[src/rtl/display_arbiter_pkg.sv]
// Shared definitions for the display arbiter: FSM encoding, source count,
// "no source" marker and the round-robin modulo-3 helper.
package display_arbiter_pkg;

   typedef enum logic {
      ST_IDLE  = 1'b0,
      ST_DWELL = 1'b1
   } arb_state_t;

   localparam int          NUM_SRC              = 3;
   localparam logic [1:0]  SRC_NONE             = 2'd3;
   localparam int          DEFAULT_DWELL_CYCLES = 50000000;

   // (idx + step) mod 3, for idx and step in 0..2
   function automatic logic [1:0] rr_next(input logic [1:0] idx, input logic [1:0] step);
      logic [2:0] sum;
      sum = {1'b0, idx} + {1'b0, step};
      if (sum >= 3'd3)
         sum = sum - 3'd3;
      return sum[1:0];
   endfunction

endpackage

[src/rtl/display_arbiter_rr_picker3.sv]
// Combinational round-robin picker over three sources.
// The search order is last+1, last+2, then last itself.
module rr_picker3
   import display_arbiter_pkg::*;
(
   input  logic [2:0] req,
   input  logic [1:0] last,
   output logic       valid,
   output logic [1:0] idx
);

   logic [1:0] cand_1;
   logic [1:0] cand_2;

   assign cand_1 = rr_next(last, 2'd1);
   assign cand_2 = rr_next(last, 2'd2);

   always_comb begin
      valid = 1'b0;
      idx   = last;
      if (req[cand_1]) begin
         valid = 1'b1;
         idx   = cand_1;
      end else if (req[cand_2]) begin
         valid = 1'b1;
         idx   = cand_2;
      end else if (req[last]) begin
         valid = 1'b1;
         idx   = last;
      end
   end

endmodule

[src/rtl/display_arbiter.sv]
// Arbitrates three display sources: captures one granted value, holds it on the
// seven-segment nibbles for DWELL_CYCLES, then serves the next requester.
module display_arbiter
   import display_arbiter_pkg::*;
#(
   parameter int DWELL_CYCLES = DEFAULT_DWELL_CYCLES
) (
   input  logic        i_Clk,
   input  logic        reset,
   input  logic [2:0]  i_Req,
   input  logic [15:0] i_Data_0,
   input  logic [15:0] i_Data_1,
   input  logic [15:0] i_Data_2,
   output logic [2:0]  o_Ack,
   output logic [1:0]  o_Src_Id,
   output logic        o_Busy,
   output logic [3:0]  o_Binary_Num_1,
   output logic [3:0]  o_Binary_Num_2,
   output logic [3:0]  o_Binary_Num_3,
   output logic [3:0]  o_Binary_Num_4,
   output logic        o_State
);

   // Handshake: i_Req[k] is a level held by source k until o_Ack[k] pulses for
   // one cycle; the ack pulse means i_Data_k was sampled on that same edge.

   localparam int                CNT_W    = (DWELL_CYCLES > 1) ? $clog2(DWELL_CYCLES) : 1;
   localparam logic [CNT_W-1:0]  CNT_LAST = CNT_W'(DWELL_CYCLES - 1);

   arb_state_t       state;
   arb_state_t       next_state;
   logic [CNT_W-1:0] cnt;
   logic [1:0]       last;
   logic             capture;
   logic             pick_valid;
   logic [1:0]       pick_idx;
   logic [15:0]      pick_data;
   logic [15:0]      disp;

   rr_picker3 u_picker (
      .req   (i_Req),
      .last  (last),
      .valid (pick_valid),
      .idx   (pick_idx)
   );

   always_comb begin
      case (pick_idx)
         2'd0:    pick_data = i_Data_0;
         2'd1:    pick_data = i_Data_1;
         default: pick_data = i_Data_2;
      endcase
   end

   always_comb begin
      next_state = state;
      capture    = 1'b0;
      case (state)
         ST_IDLE: begin
            if (pick_valid) begin
               capture    = 1'b1;
               next_state = ST_DWELL;
            end
         end
         ST_DWELL: begin
            if (cnt == CNT_LAST)
               next_state = ST_IDLE;
         end
         default: next_state = ST_IDLE;
      endcase
   end

   always_ff @(posedge i_Clk or posedge reset) begin
      if (reset)
         state <= ST_IDLE;
      else
         state <= next_state;
   end

   // Requests are never latched: only the capture edge looks at i_Req/i_Data.
   always_ff @(posedge i_Clk or posedge reset) begin
      if (reset) begin
         cnt      <= '0;
         last     <= 2'd2;
         o_Ack    <= 3'b000;
         o_Src_Id <= SRC_NONE;
         disp     <= 16'h0000;
      end else begin
         o_Ack <= 3'b000;
         if (capture) begin
            o_Ack    <= 3'b001 << pick_idx;
            o_Src_Id <= pick_idx;
            last     <= pick_idx;
            disp     <= pick_data;
            cnt      <= '0;
         end else if (state == ST_DWELL) begin
            cnt <= cnt + 1'b1;
         end
      end
   end

   assign o_Busy         = (state == ST_DWELL);
   assign o_State        = state;
   assign o_Binary_Num_1 = disp[15:12];
   assign o_Binary_Num_2 = disp[11:8];
   assign o_Binary_Num_3 = disp[7:4];
   assign o_Binary_Num_4 = disp[3:0];

endmodule

[config.mk]
export PLATFORM = sky130hd
export DESIGN_NAME = display_arbiter
export DESIGN_NICKNAME = d
export VERILOG_FILES = /design/src/rtl/display_arbiter_pkg.sv /design/src/rtl/display_arbiter_rr_picker3.sv /design/src/rtl/display_arbiter.sv
export SDC_FILE = /design/constraint.sdc
export NUM_CORES = 1
export LEC_CHECK = 0
export CAP_MARGIN = 40
export CORE_MARGIN = 10
export CORE_UTILIZATION = 25
export CTS_CLUSTER_DIAMETER = 100
export DETAILED_ROUTE_END_ITERATION = 10
export MAX_ROUTING_LAYER = met4
export PLACE_DENSITY = 0.52
export SETUP_SLACK_MARGIN = 0.1
export SYNTH_ARGS = -nofsm -noshare
export SYNTH_HDL_FRONTEND = slang
export SYNTH_SLANG_ARGS = --single-unit
[constraint.sdc]
create_clock -name i_Clk -period 3.8 [get_ports i_Clk]
set_input_delay 0.76 -clock i_Clk [delete_from_list [all_inputs] [get_ports i_Clk]]
set_output_delay 0.76 -clock i_Clk [all_outputs]
set_load 0.03 [all_outputs]
==> impl_metrics.json, run 1 <==
{
  "rsz0062_at_grt": "false",
  "setup_viol_count_final": 0,
  "synth_warnings": 0,
  "finish.utilization_pct": 35.0,
  "drc": 0,
  "synth_xor_area_share_pct": 0.664,
  "path_clk_slew_ns": 0.09,
  "start_util_pct": 25.6,
  "grt_pass1_wl_mm": 11.7,
  "viasPerCell": 4.84,
  "drive_gt1_share_pct": 5.11,
  "io_buffers": 75,
  "post-route-min-period_ns": 2.83,
  "regToRegSetupSlack_ns": 0.97,
  "core_um2": 10300,
  "netlist-cell-type-count": 41,
  "synth_edf_count": 0,
  "hold_depth": 1,
  "cts_setup_buffers": 0,
  "num_antenna_cells": 0,
  "finalPower_w": 0.00154,
  "ioPinCount": 76,
  "worstSetupPathType": "reg -> reg",
  "place_ws_ns": 0.859,
  "cts_root_buf": "clkbuf_8",
  "rows": 37,
  "syn_area_um2": 2640,
  "peakVddDrop_mv": 0.170,
  "h-tree-depth": 2,
  "syn_nets": 339,
  "hp-class": "reg -> reg",
  "min_to": "cnt[24]$_DFFE_PP0P_",
  "clock_sinks": 49,
  "yosys.area_share.simple_pct": 18.8,
  "cp-end-kind": "flop",
  "gp_congestion": 0.781,
  "relSlewSlack_pct": 44.8,
  "post_cts_resized": 0,
  "yosys_most_used_dff": "dfrtp_1",
  "synth_compound_area_share_pct": 23.1,
  "r2r_end": "disp[12]$_DFFE_PP0P_",
  "regToRegStartpoint": "o_Src_Id[1]$_DFFE_PP1P_",
  "worst_pin_slew_ns": 0.827,
  "finalSetupTns_ns": 0,
  "period_share_pct": 74.5,
  "p_per_area_nw_per_um2": 425,
  "num-nets-final": 407,
  "drt_wl_total_mm": 7.23,
  "hold_viol_final": 0,
  "yosysSeqAreaShare_pct": 46.5,
  "p_leak_nw": 1.55,
  "ys_seq_elements": 49,
  "status": "finished clean",
  "synthMuxAreaShare_pct": 3.79,
  "syn_to_final_growth_pct": 37.0,
  "cp.arrival_ns": 3.06,
  "cp.required_ns": 4.02,
  "worstSetupStartpointType": "flop",
  "synth_top_family_by_area": "compound AO/OA/AOI/OAI gates",
  "antenna_left": 0,
  "worst_clock_skew_ns": 0.00607,
  "final.setup.worst_slack_ns": 0.967,
  "first_pass_iters": 4,
  "ys_async_sr_fraction_pct": 100,
  "insertion_delay_ns": 0.30,
  "avgSynthCellArea_um2": 9.33,
  "synthCells": 283,
  "drv_cap": 0,
  "slew_viol_final": 0,
  "fill_cells": 1040,
  "reg2regPathDepth": 7,
  "hold_ws_ns": 0.481,
  "die_w_um": 123,
  "cts-buffers-inserted": 5,
  "vias": 2361,
  "tritoncts": "yes",
  "grt_use_total_pct": 9.85,
  "die_area_um2": 15100,
  "hp-start": "cnt[24]$_DFFE_PP0P_",
  "first_iter_violations": 176,
  "cts_hold_repair.buffers": 0,
  "post_drt_wl_per_cell_um": 14.8,
  "grt_max_degree": 56,
  "clk_path_buf_depth": 2,
  "crit_path_max_fanout": 17,
  "max_freq_mhz": 353,
  "antenna_found_initial": 0,
  "first_global_vias": 2339,
  "grt.overflow.total": 0,
  "die_y_um": 123,
  "dp_hpwl_mm": 5.43,
  "synth-adder-area-share_pct": 1.42
}
[cells by family (layout without fill, tap and decap cells)]
kind of cell | Yosys count | count (layout)
XOR/XNOR | 2 | 2
adder cells (fa/ha/maj) | 3 | 3
AO/OA/AOI/OAI | 97 | 97
AND/OR/NAND/NOR | 97 | 97
flip-flops | 49 | 49
buffers and inverters | 25 | 94
multiplexers | 10 | 10
[worst max path at each step]
stage | from | cells past startpoint | end | slack, ns
4_1_cts | o_Src_Id[1]$_DFFE_PP1P_ | 7 | disp[12]$_DFFE_PP0P_ | 0.97
5_1_grt | o_Src_Id[1]$_DFFE_PP1P_ | 7 | disp[0]$_DFFE_PP0P_ | 0.78
3_3_place_gp | i_Req[1] | 6 | disp[12]$_DFFE_PP0P_ | 0.93
2_1_floorplan | o_Src_Id[1]$_DFFE_PP1P_ | 10 | disp[0]$_DFFE_PP0P_ | 1.41
6_report | o_Src_Id[1]$_DFFE_PP1P_ | 7 | disp[12]$_DFFE_PP0P_ | 0.97
3_5_place_dp | i_Req[1] | 6 | disp[12]$_DFFE_PP0P_ | 0.86
[sequential cells by signal, indices dropped and copies added, names as in the netlist]
register and cells:
disp 16, o_Ack 3, cnt 26, last 1
o_Src_Id 2, o_Busy 1
[synth_stat cells, types with 6 or more instances]
master     n  area share [%]
a21oi_1   45             8.5
buf_2      6             1.1
dfrtp_1   47              45
inv_1      7             1.0
mux2i_1   10             3.8
nand2_1   25             3.6
nand2b_1  14             3.3
nand3_1   15             2.8
nand4_1    7             1.7
nor2_1    16             2.3
o21ai_0   10             1.9
o31ai_1   16             4.5
[stage by stage]
step | std cells | cell area, um^2
after floorplan | 283 | 2640
after global placement | 478 | 3460
after detailed placement | 480 | 3500
after CTS | 488 | 3620
after global routing | 488 | 3620
final | 488 | 3620
[metal layers]
layer | part of all wire, % | up-vias | GRT usage (%)
met5 | 0 | - | -
met4 | 1.6 | 0 | 3.68
met3 | 4.5 | 7 | 2.02
met2 | 48 | 58 | 15.0
met1 | 46 | 1127 | 12.6
li1 | - | 1169 | -
[cell type report]
cell class	instances	area [um^2]	share of cell area [%]
Multi-Input combinational cell	209	1260	34.9
Sequential cell	49	1230	34.0
Timing Repair Buffer	79	813	22.5
Tap cell	136	170	4.71
Clock buffer	7	86.3	2.39
Clock inverter	1	30.0	0.830
Inverter	7	26.3	0.727
[where the power goes]
part | internal [W] | leakage [nW] | switching, W
registers | 0.000635 | 0.576 | 0.000122
logic | 0.000192 | 0.911 | 0.000207
clock network | 0.000215 | 0.0585 | 0.000166
total | 0.00104 | 1.55 | 0.000495
[placed cells by master, fill, tap and decap left out, drive strengths merged, types with 3 or more instances in the layout]
cell,instances
clkdlybuf4s50,75
dfrtp,47
a21oi,45
nand2,25
nor2,16
o31ai,16
nand3,15
nand2b,14
o21ai,14
mux2i,10
nand4,7
inv,7
clkbuf,7
o211ai,4
a22oi,4
a31oi,4
buf,4
and4,3
nor4,3
ha,3
[worst max-delay path: stages (launching register included)]
cell,delay [ns]
dfstp_2,0.60
inv_1,0.08
ha_1,0.48
nand2_1,0.16
a21oi_1,0.42
o22a_1,0.67
a31oi_1,0.18
a21oi_1,0.18
Note: power is estimated with default switching activity, not from simulation.
==> run 2, diff against run 1 <==
==> constraint.sdc (replaced) <==
create_clock -name i_Clk -period 2.9 [get_ports i_Clk]
set_input_delay 0.58 -clock i_Clk [delete_from_list [all_inputs] [get_ports i_Clk]]
set_output_delay 0.58 -clock i_Clk [all_outputs]
set_load 0.03 [all_outputs]
==> impl_metrics.json, run 2 (synthesized netlist as in run 1, its figures left out) <==
{
  "status": "finished clean",
  "finalPower_w": 0.00201,
  "num-nets-final": 409,
  "first_global_vias": 2327,
  "grt.overflow.total": 0,
  "antenna_found_initial": 0,
  "h-tree-depth": 2,
  "rsz0062_at_grt": "false",
  "ioPinCount": 76,
  "peakVddDrop_mv": 0.192,
  "post_drt_wl_per_cell_um": 15.0,
  "setup_viol_count_final": 0,
  "cts_root_buf": "clkbuf_8",
  "regMostFlops": "cnt",
  "insertion_delay_ns": 0.29,
  "drt_wl_total_mm": 7.36,
  "r2r_end": "disp[4]$_DFFE_PP0P_",
  "finish.utilization_pct": 35.0,
  "relSlewSlack_pct": 41.6,
  "hold_viol_final": 0,
  "rows": 37,
  "cts-buffers-inserted": 5,
  "final_common_cell": "clkdlybuf4s50_1",
  "final.setup.worst_slack_ns": 0.315,
  "drv_cap": 0,
  "crit_end": "disp[4]$_DFFE_PP0P_",
  "largest_reg_flops": 26,
  "cp.arrival_ns": 2.76,
  "vias": 2347,
  "first_iter_violations": 144,
  "cp-startpoint": "o_Src_Id[1]$_DFFE_PP1P_",
  "cts_setup_buffers": 0,
  "gp_congestion": 0.798,
  "worstSetupPathType": "reg -> reg",
  "post-route-min-period_ns": 2.58,
  "die_y_um": 123,
  "p_per_area_nw_per_um2": 555,
  "place_ws_ns": 0.161,
  "path_clk_slew_ns": 0.09,
  "syn_to_final_growth_pct": 37.0,
  "io_buffers": 75,
  "crit_path_max_fanout": 10,
  "top_regs": "cnt (26), disp (16), o_Ack (3)",
  "cts_hold_repair.buffers": 0,
  "grt_pass1_wl_mm": 11.8,
  "placed_area_um2": 3500,
  "finalSetupTns_ns": 0,
  "reg2regPathDepth": 8,
  "slew_viol_final": 0,
  "viasPerCell": 4.79,
  "grt_use_total_pct": 9.87,
  "first_pass_iters": 4,
  "drive_gt1_share_pct": 6.21,
  "cp.required_ns": 3.08,
  "clock_sinks": 49,
  "dp_hpwl_mm": 5.59,
  "mostFrequentLayoutCells": "clkdlybuf4s50_1 (75), dfrtp_1 (47), a21oi_1 (45)",
  "worst_pin_slew_ns": 0.876,
  "worstSetupStartpointType": "flop",
  "clk_path_buf_depth": 2,
  "worst_clock_skew_ns": 0.00779,
  "core_um2": 10300,
  "antenna_left": 0,
  "hp-class": "reg -> reg",
  "regToRegSetupSlack_ns": 0.32,
  "tritoncts": "yes",
  "p_leak_nw": 1.55,
  "die_w_um": 123,
  "grt_max_degree": 41,
  "start_util_pct": 25.6,
  "cp-end-kind": "flop",
  "period_share_pct": 89.1,
  "drc": 0,
  "num_antenna_cells": 0,
  "regToRegStartpoint": "o_Src_Id[1]$_DFFE_PP1P_",
  "max_freq_mhz": 387,
  "die_area_um2": 15100,
  "stdcell_area_um2": 3620
}
run 2: worst max-delay path: stages, from the launching register on:
cell,delay (ns)
dfstp_2,0.58
inv_1,0.08
ha_2,0.43
mux2i_1,0.28
nor2_1,0.11
or4_1,0.55
and2_1,0.27
nor2_1,0.12
a21oi_1,0.05
run 2: stage by stage:
stage	cells	hold slack, ns
floorplan	283	0.445
global placement	481	0.468
detailed placement	482	0.473
CTS	490	0.487
global route	490	0.515
finish	490	0.482
run 2: power by group:
| group | switching (W) | internal [W] | total (W) |
|---|---|---|---|
| clock | 0.000224 | 0.000256 | 0.000480 |
| combinational | 0.000277 | 0.000254 | 0.000531 |
| sequential | 0.000165 | 0.000832 | 0.000997 |
| total | 0.000666 | 0.00134 | 0.00201 |
run 2: worst min path at each step:
stage | start | endpoint | cells after the start
after global placement | cnt[24]$_DFFE_PP0P_ | cnt[24]$_DFFE_PP0P_ | 1
after detailed placement | cnt[24]$_DFFE_PP0P_ | cnt[24]$_DFFE_PP0P_ | 1
after floorplan | cnt[24]$_DFFE_PP0P_ | cnt[24]$_DFFE_PP0P_ | 1
after CTS | cnt[24]$_DFFE_PP0P_ | cnt[24]$_DFFE_PP0P_ | 1
after global routing | cnt[24]$_DFFE_PP0P_ | cnt[24]$_DFFE_PP0P_ | 1
final | cnt[24]$_DFFE_PP0P_ | cnt[24]$_DFFE_PP0P_ | 1
run 2: metal layers:
metal / part of all wire [%] / global-route usage (%) / vias to the layer above
met5: 0 / - / -
met4: 1.4 / 3.17 / 0
met3: 3.7 / 2.02 / 8
met2: 49 / 15.3 / 52
met1: 46 / 12.6 / 1111
li1: - / - / 1176
run 2: what timing repair did:
action,in CTS,in global routing
endpoints found under the hold margin,0,0
setup endpoints to repair,0,18
gates resized for setup,0,3
run 2: area by class of cell:
type	count	area, um^2
timing repair buffer	81	820
inverter	7	26.3
clock buffer	6	72.6
clock inverter	2	35.0
fill	1083	6710
sequential	49	1230
tap	136	170
multi-input combinational	209	1260
==> run 3, diff against run 2 <==
--- a/config.mk
+++ b/config.mk
@@ -5,6 +5,7 @@
 export SDC_FILE = /design/constraint.sdc
 export NUM_CORES = 1
 export LEC_CHECK = 0
+export ABC_AREA = 1
 export CAP_MARGIN = 40
 export CORE_MARGIN = 10
 export CORE_UTILIZATION = 25
==> impl_metrics.json, run 3 <==
{
  "status": "finished clean",
  "first_pass_iters": 4,
  "cp_cell_sequence": "inv_1, ha_1, inv_2, nand2_1, nand3_1, o21ai_2, nand3_1, nand2_2, nor2_4, nand2_1, nand3_1, nand2_1, inv_1",
  "cts_hold_repair.buffers": 0,
  "post_cts_resized": 0,
  "crit_path_max_fanout": 15,
  "synth_compound_area_share_pct": 8.24,
  "grt.overflow.total": 0,
  "regMostFlops": "cnt",
  "clock_sinks": 49,
  "met2_usage_pct": 15.3,
  "p_per_area_nw_per_um2": 334,
  "largest_reg_flops": 26,
  "period_share_pct": 81.1,
  "avgSynthCellArea_um2": 7.57,
  "vias": 2576,
  "synth_xor_area_share_pct": 0.321,
  "cp_top_family": "simple AND/OR/NAND/NOR gates",
  "top_regs": "cnt (26), disp (16), o_Ack (3)",
  "p_leak_nw": 1.79,
  "relSlewSlack_pct": 60.8,
  "synth_top_family_by_area": "simple AND/OR/NAND/NOR gates",
  "hold_viol_final": 0,
  "antenna_found_initial": 0,
  "start_util_pct": 25.3,
  "cts_root_buf": "clkbuf_8",
  "power.share.clock_pct": 35.2,
  "tritoncts": "yes",
  "post_drt_wl_per_cell_um": 13.3,
  "die_y_um": 125,
  "grt_max_degree": 29,
  "max_freq_mhz": 425,
  "busiest_layer": "met2",
  "worstSetupPathType": "reg -> reg",
  "drv_cap": 0,
  "path_clk_slew_ns": 0.10,
  "post-route-min-period_ns": 2.35,
  "synthCells": 361,
  "synthMuxAreaShare_pct": 0.366,
  "peakVddDrop_mv": 0.181,
  "path_buf_inv": 3,
  "rsz0062_at_grt": "false",
  "first_iter_violations": 92,
  "critPathSlowestCell": "dfstp_2",
  "syn_nets": 417,
  "p_int_w": 0.000948,
  "cts_setup_buffers": 0,
  "die_area_um2": 15500,
  "first_global_vias": 2644,
  "p_sw_w": 0.000291,
  "grt_use_total_pct": 9.94,
  "cp-end-kind": "flop",
  "ys_top_cells_by_count": "nand2_1 (85), nand3_1 (70), dfrtp_1 (47)",
  "synth_top_area_share_pct": 43.0,
  "ioPinCount": 76,
  "clk_path_buf_depth": 2,
  "synth.most_common_cell": "nand2_1",
  "grt_use_met3_pct": 4.43,
  "drive_gt1_share_pct": 7.78,
  "syn_area_um2": 2730,
  "finish.utilization_pct": 34.4,
  "yosysSeqAreaShare_pct": 45.0,
  "yosys_most_used_dff": "dfrtp_1",
  "io_buffers": 75,
  "worst_pin_slew_ns": 0.587,
  "ys_async_sr_fraction_pct": 100,
  "rows": 38,
  "netlist-cell-type-count": 32,
  "mostFrequentLayoutCells": "nand2_1 (85), clkdlybuf4s50_1 (75), nand3_1 (70)",
  "dp_hpwl_mm": 6.07,
  "critPathMaxStageDelay_ns": 0.58,
  "hp-class": "reg -> reg",
  "fill_cells": 1132,
  "h-tree-depth": 2,
  "synth-adder-area-share_pct": 1.37,
  "worst_clock_skew_ns": 0.0104,
  "viasPerCell": 4.46,
  "die_w_um": 125,
  "combPwrFrac_pct": 9.7,
  "cp.arrival_ns": 2.61,
  "num-nets-final": 492,
  "worstSetupStartpointType": "flop",
  "netlist.top_cell.by_area": "dfrtp_1",
  "grt_pass1_wl_mm": 12.8,
  "cp.required_ns": 3.15,
  "antenna_left": 0,
  "synth_warnings": 0,
  "drc": 0,
  "final_common_cell": "nand2_1",
  "yosys.area_share.simple_pct": 35.4,
  "drt_wl_total_mm": 7.65,
  "hold_ws_ns": 0.475,
  "cts-buffers-inserted": 5,
  "insertion_delay_ns": 0.30,
  "finalPower_w": 0.00124,
  "ys_seq_elements": 49,
  "gp_congestion": 0.850,
  "setup_viol_count_final": 0,
  "synth_edf_count": 0,
  "num_antenna_cells": 0,
  "finalSetupTns_ns": 0,
  "syn_to_final_growth_pct": 35.8,
  "p_seq_share_pct": 55.1,
  "slew_viol_final": 0,
  "synth_area_leaders": "dfrtp_1 (43%), nand3_1 (13%), nand2_1 (12%)",
  "core_um2": 10800,
  "met1_usage_pct": 11.9,
  "p_sw_share_pct": 23.5
}
run 3: changes by cell type after synthesis, moves of 5 or more:
| cell | delta |
|---|---|
| o31ai_1 | -16 |
| or2_0 | +10 |
| o21ai_0 | +10 |
| nand3_1 | +55 |
| nand2b_1 | -14 |
| mux2i_1 | -9 |
| inv_1 | +34 |
| inv_2 | +5 |
| nand2_1 | +60 |
| a21oi_1 | -28 |
run 3: layer usage:
metal  vias to the layer above  part of all wire (%)
met5                         -                     0
met4                         0                  0.44
met3                         2                   8.6
met2                        79                    44
met1                      1173                    47
li1                       1322                     -
run 3: worst min-delay path, cell delays in order (launching register included):
cell	delay, ns
dfstp_2	0.38
nand2_1	0.05
nand2_1	0.05
run 3: through the flow:
stage / cells / instance area, um^2 / setup slack (ns)
floorplan: 361 / 2730 / 0.936
global placement: 569 / 3610 / 0.493
detailed placement: 569 / 3610 / 0.469
CTS: 577 / 3710 / 0.542
global route: 577 / 3710 / 0.290
finish: 577 / 3710 / 0.549
run 3: logic make-up (layout without fill, tap and decap cells):
| kind of cell | Yosys count | after routing |
|---|---|---|
| AO/OA/AOI/OAI | 43 | 43 |
| XOR/XNOR | 1 | 1 |
| buffers and inverters | 58 | 134 |
| AND/OR/NAND/NOR | 206 | 206 |
| multiplexers | 1 | 1 |
| adder cells (fa/ha/maj) | 3 | 3 |
| flip-flops | 49 | 49 |
run 3: final timing paths:
kind | startpoint | to | slack, ns | cells after the start
max | o_Src_Id[1]$_DFFE_PP1P_ | disp[1]$_DFFE_PP0P_ | 0.55 | 13
min | o_Src_Id[0]$_DFFE_PP1P_ | o_Src_Id[0]$_DFFE_PP1P_ | 0.47 | 2
max reg2reg | o_Src_Id[1]$_DFFE_PP1P_ | disp[1]$_DFFE_PP0P_ | 0.55 | 13
min reg2reg | o_Src_Id[0]$_DFFE_PP1P_ | o_Src_Id[0]$_DFFE_PP1P_ | 0.47 | 2
max in group asynchronous | reset | cnt[8]$_DFFE_PP0P_ | 1.66 | 3
min in group asynchronous | reset | disp[8]$_DFFE_PP0P_ | 0.64 | 2
run 3: layout make-up:
| type | instances | area (um^2) | share of cell area (%) |
|---|---|---|---|
| Sequential cell | 49 | 1230 | 33.1 |
| Timing Repair Buffer | 80 | 788 | 21.2 |
| Clock buffer | 6 | 82.6 | 2.23 |
| Tap cell | 140 | 175 | 4.72 |
| Inverter | 46 | 173 | 4.65 |
| Clock inverter | 2 | 13.8 | 0.371 |
| Multi-Input combinational cell | 254 | 1250 | 33.7 |
run 3: power by group through the flow:
stage | sequential, W | clock [W] | combinational, W
5_1_grt | 0.000683 | 0.000473 | 0.000133
2_1_floorplan | 0.000696 | 0 | 0.0000416
6_report | 0.000683 | 0.000436 | 0.000120
3_5_place_dp | 0.000696 | 0 | 0.000122
3_3_place_gp | 0.000696 | 0 | 0.000124
4_1_cts | 0.000683 | 0.000455 | 0.000122
